### config.mk
export PLATFORM = sky130hd
export DESIGN_NAME = endgame_controller
export DESIGN_NICKNAME = d
export VERILOG_FILES = /design/src/rtl/endgame_pkg.sv /design/src/rtl/endgame_controller_tick_divider.sv /design/src/rtl/endgame_controller.sv
export SDC_FILE = /design/constraint.sdc
export NUM_CORES = 1
export LEC_CHECK = 0
export CELL_PAD_IN_SITES_DETAIL_PLACEMENT = 2
export CELL_PAD_IN_SITES_GLOBAL_PLACEMENT = 2
export CORE_MARGIN = 10
export CORE_UTILIZATION = 34
export CTS_CLUSTER_SIZE = 16
export DETAILED_ROUTE_END_ITERATION = 12
export PLACE_DENSITY = 0.85
export SYNTH_ARGS = -nofsm -noshare
export SYNTH_HDL_FRONTEND = slang
export SYNTH_SLANG_ARGS = --single-unit
### constraint.sdc
create_clock -name clk -period 1.56 [get_ports clk]
set_input_delay 0.156 -clock clk [delete_from_list [all_inputs] [get_ports clk]]
set_output_delay 0.156 -clock clk [all_outputs]
set_load 0.03 [all_outputs]
### src/rtl/endgame_pkg.sv
// Shared encodings and constants for the endgame round controller.
package endgame_pkg;

  localparam int unsigned SEC_W = 6;

  typedef enum logic [1:0] {
    ST_IDLE = 2'd0,
    ST_RUN  = 2'd1,
    ST_WIN  = 2'd2,
    ST_LOSE = 2'd3
  } state_e;

  localparam logic [9:0] LED_OFF     = 10'h000;
  localparam logic [9:0] LED_WIN     = 10'h3FF;
  localparam logic [9:0] LED_BLINK_A = 10'h2AA;
  localparam logic [9:0] LED_BLINK_B = 10'h155;

endpackage

### src/rtl/endgame_controller_tick_divider.sv
// Free-running divider: one-cycle tick every DIV cycles, held at phase zero while clear is high.
module tick_divider #(
  parameter int unsigned DIV = 10
) (
  input  logic clk,
  input  logic resetn,
  input  logic clear,
  output logic tick
);

  localparam int unsigned CntW = (DIV > 1) ? $clog2(DIV) : 1;
  localparam logic [CntW-1:0] CntMax = CntW'(DIV - 1);

  logic [CntW-1:0] cnt_q, cnt_d;

  assign tick = !clear && (cnt_q == CntMax);

  always_comb begin
    cnt_d = cnt_q + CntW'(1);
    if (clear || tick) begin
      cnt_d = '0;
    end
  end

  always_ff @(posedge clk or negedge resetn) begin
    if (!resetn) begin
      cnt_q <= '0;
    end else begin
      cnt_q <= cnt_d;
    end
  end

endmodule

### src/rtl/endgame_controller.sv
// Endgame round controller: enables PIN entry, counts down seconds, latches WIN or LOSE
// and drives the result LED pattern.
module endgame_controller
  import endgame_pkg::*;
#(
  parameter int unsigned CLK_HZ     = 50_000_000,
  parameter int unsigned TIME_LIMIT = 30,
  parameter int unsigned BLINK_HALF = CLK_HZ / 4
) (
  input  logic             clk,
  input  logic             resetn,
  input  logic             start,
  input  logic             auth_done,
  output logic             show_pin,
  output logic             win,
  output logic             lose,
  output logic [SEC_W-1:0] seconds_left,
  output logic [9:0]       result_led
);

  localparam logic [SEC_W-1:0] SecInit = SEC_W'(TIME_LIMIT);

  state_e           state_q, state_d;
  logic             start_q;
  logic             show_pin_q, show_pin_d;
  logic             win_q, win_d;
  logic             lose_q, lose_d;
  logic [SEC_W-1:0] sec_q, sec_d;
  logic [9:0]       led_q, led_d;
  logic             start_rise;
  logic             sec_tick;
  logic             blink_tick;

  assign start_rise = start & ~start_q;

  // Both dividers sit at phase zero outside their state, so each state entry starts a fresh period.
  tick_divider #(
    .DIV (CLK_HZ)
  ) u_sec_div (
    .clk    (clk),
    .resetn (resetn),
    .clear  (state_q != ST_RUN),
    .tick   (sec_tick)
  );

  tick_divider #(
    .DIV (BLINK_HALF)
  ) u_blink_div (
    .clk    (clk),
    .resetn (resetn),
    .clear  (state_q != ST_LOSE),
    .tick   (blink_tick)
  );

  always_comb begin
    state_d    = state_q;
    show_pin_d = show_pin_q;
    win_d      = win_q;
    lose_d     = lose_q;
    sec_d      = sec_q;
    led_d      = led_q;

    unique case (state_q)
      ST_IDLE: begin
        if (start_rise) begin
          state_d    = ST_RUN;
          show_pin_d = 1'b1;
          sec_d      = SecInit;
        end
      end
      ST_RUN: begin
        // Authentication beats a coincident final tick.
        if (auth_done) begin
          state_d    = ST_WIN;
          show_pin_d = 1'b0;
          win_d      = 1'b1;
          led_d      = LED_WIN;
        end else if (sec_tick) begin
          if (sec_q <= SEC_W'(1)) begin
            state_d    = ST_LOSE;
            show_pin_d = 1'b0;
            lose_d     = 1'b1;
            sec_d      = '0;
            led_d      = LED_BLINK_A;
          end else begin
            sec_d = sec_q - SEC_W'(1);
          end
        end
      end
      ST_WIN, ST_LOSE: begin
        if (start_rise) begin
          state_d    = ST_RUN;
          show_pin_d = 1'b1;
          win_d      = 1'b0;
          lose_d     = 1'b0;
          sec_d      = SecInit;
          led_d      = LED_OFF;
        end else if (state_q == ST_LOSE && blink_tick) begin
          led_d = (led_q == LED_BLINK_A) ? LED_BLINK_B : LED_BLINK_A;
        end
      end
      default: state_d = ST_IDLE;
    endcase
  end

  always_ff @(posedge clk or negedge resetn) begin
    if (!resetn) begin
      state_q    <= ST_IDLE;
      start_q    <= 1'b0;
      show_pin_q <= 1'b0;
      win_q      <= 1'b0;
      lose_q     <= 1'b0;
      sec_q      <= '0;
      led_q      <= LED_OFF;
    end else begin
      state_q    <= state_d;
      start_q    <= start;
      show_pin_q <= show_pin_d;
      win_q      <= win_d;
      lose_q     <= lose_d;
      sec_q      <= sec_d;
      led_q      <= led_d;
    end
  end

  assign show_pin     = show_pin_q;
  assign win          = win_q;
  assign lose         = lose_q;
  assign seconds_left = sec_q;
  assign result_led   = led_q;

endmodule

==> metrics.cfg <==
[worst_setup_path]
reg2reg_from=u_blink_div.cnt_q[14]
worstSetupEndpointType=register
r2r_end=u_blink_div.cnt_q[4]
critPathSlowestCell=or3_4
crit_required_ns=1.81
reg2reg_depth=5
r2r_slack_ns=-0.51
crit_type=reg -> reg
worstPathArrival_ns=2.32
crit_chain=nor4_1, nand4_1, or3_4, nand3_2, nor2_1
max_stage_delay_ns=0.53
critPathLaunchType=register
crit_fanout=6

[sta]
skew_ns=0.0166
worstMarginPinSlew_ns=0.550
maxSlewHeadroom_pct=63.0
timing.final.ws_setup_ns=-0.514
period_minus_slack_ns=2.07
timing.fmax_mhz=482
drv_slew=0
finalSetupViolCount=61
rsz0062_at_grt=true
finalHoldViolCount=0
min_period_over_period_pct=133

[die]
rows=36
design.die.area_sq_um=14200
floorplan.initialDensity_pct=34.5
die_w_microns=119
core_sq_um=9680
boundaryPins=23
die_h_microns=119

[synth]
synthMuxAreaShare_pct=0.748
yosys_most_used_dff=dfrtp_1
netlist_area_sq_um=3340
synth-compound-area-share_pct=5.35
synthSimpleGateAreaFrac_pct=29.0
yosysMostFrequentCell=dfrtp_1
synth_xor_area_share_pct=11.5
synth_cell_type_count=48
yosysTopAreaCell=dfrtp_1
synth_edf_count=0
synthTopCellsByArea=dfrtp_1 48%, xor2_1 8.4%, nor2_1 6.8%, nand3_1 3.9%, xnor2_1 3.1%
ys_seq_elements=64
synthAdderAreaFrac_pct=1.50
synth_top_area_share_pct=47.9
seq_area_frac_synth_pct=47.9
avgSynthCellArea_sq_um=9.95
synth_cells=336
synth_top_family_by_area=simple AND/OR/NAND/NOR gates
synth_nets=344
synth_common_cells=64 x dfrtp_1, 61 x nor2_1, 32 x xor2_1, 26 x nand3_1, 24 x nand2_1
yosysWarnings=0
async_flop_share_pct=100

[clock_network]
root_buffer=clkbuf_8
cts_made_buffers=9
cts.sinks=64
clk_latency_ns=0.38
clk_pin_slew_ns=0.09
cts_tree=done
ctsLongestPathBuffers=2
clock_tree.htree_level_count=3

[final_layout]
seqCellArea_sq_um=1610
fin_cells=591
final_nets=461
final_area_sq_um=5000
drive_above_1_share_pct=42.4
syn_to_final_growth_pct=49.6
n_antenna_cell=0
fill_cells=983
multi_input_area_sq_um=1990

[grt]
grt_use_total_pct=19.4
grt_pass1_vias=3624
grt_max_degree=27
grt_pass1_wl_microns=21400
grt_antenna_before_repair=0
globalRouteOverflowTotal=0

[drt]
ant_nets=0
firstDrtPassIters=4
routed_via_density=5.59
drc_errors=0
wire_per_inst_microns=29.3
vias=3303
drt_iter0_markers=236
routed_wirelength_microns=17300

[status]
violations=negative setup slack
status=finished, violations left

[power_and_ir_drop]
power_density_nw_per_um2=1170
ir_drop_uv=781
leakagePower_nw=2.16

[place]
dpl.cell_count=558
port_buffers=22
dpl_cell_area_sq_um=4320
hpwl_microns=8820
place_congestion=0.786
dp_slack_ns=-0.304

[hold_path]
hp-class=in -> async

[job]
maxCapViolCount=0

==> worst max path at each step <==
| stage | endpoint | depth (start not counted) | from | slack [ns] |
|---|---|---|---|---|
| floorplan | result_led[8] | 5 | seconds_left[5] | -0.16 |
| global placement | result_led[8] | 5 | u_blink_div.cnt_q[14] | -0.17 |
| detailed placement | result_led[8] | 5 | u_blink_div.cnt_q[22] | -0.30 |
| CTS | seconds_left[2] | 5 | u_sec_div.cnt_q[10] | -0.23 |
| finish | u_blink_div.cnt_q[4] | 5 | u_blink_div.cnt_q[14] | -0.51 |
| global route | u_blink_div.cnt_q[22] | 5 | u_blink_div.cnt_q[14] | -0.59 |
==> what timing repair did <==
item,4_1_cts,5_1_grt
gates resized for setup,44,56
endpoints found under the setup margin,80,61
endpoints found under the hold margin,11,0
pin swaps,17,23
hold buffers,1,0
gates cloned,0,4
buffers inserted,7,5
==> logic make-up after synthesis <==
kind of cell             count (synthesis)
AND/OR/NAND/NOR                        173
adder cells (fa/ha/maj)                  4
buffers and inverters                   23
flip-flops                              64
multiplexers                             2
XOR/XNOR                                44
AO/OA/AOI/OAI                           26
==> placed cells by master, fill, tap and decap left out, types with 9 or more instances in the layout <==
| cell | count |
|---|---|
| nor2_1 | 40 |
| nor2_4 | 16 |
| xor2_1 | 27 |
| nand3_1 | 21 |
| clkbuf_8 | 9 |
| dfrtp_1 | 57 |
| xnor2_1 | 12 |
| nand2_1 | 22 |
| nand4_1 | 10 |
| dlygate4sd2_1 | 19 |
| buf_4 | 86 |
==> metal layers <==
layer	wire (microns)	part of all wire [%]	GRT usage, %
met5	0	0	0
met1	6560	38	19.9
met4	1200	7.0	11.8
met3	718	4.2	4.11
met2	8820	51	35.5
==> sequential cells by signal, summed over array words and instances, names as in the netlist, 2 cells and up <==
name               flops
result_led             2
seconds_left           6
state_q                2
u_blink_div.cnt_q     24
u_sec_div.cnt_q       26
==> power by group <==
part           leakage, nW  switching [mW]  internal, mW
registers            0.847           0.218          1.80
clock network       0.0835           0.812         0.734
logic                 1.23            1.47         0.800
==> worst max-delay path, delay by kind of cell (launching register included) <==
kind / cells / cell delay (ns)
flip-flops: 1 / 0.40
AND/OR/NAND/NOR: 5 / 1.55
==> per-stage QoR <==
stage / util (%) / power (mW) / hold slack (ns) / TNS (ns)
2_1_floorplan: - / 3.07 / -0.140 / -0.483
3_3_place_gp: 44.6 / 3.66 / 0.0860 / -3.61
3_5_place_dp: 44.6 / 3.80 / 0.0954 / -8.24
4_1_cts: 48.0 / 5.22 / 0.255 / -9.85
5_1_grt: 51.7 / 6.04 / 0.273 / -27.07
6_report: 51.7 / 5.83 / 0.243 / -24.75
==> final cells by class <==
type                       instances  share of cell area [%]
sequential                        64                    32.2
multi-input combinational        251                    39.9
inverter                           8                   0.600
clock buffer                       9                    2.48
tap                              133                    3.33
clock inverter                     7                    1.45
timing repair buffer             119                    20.1
Power figures use the tool's default switching activity.
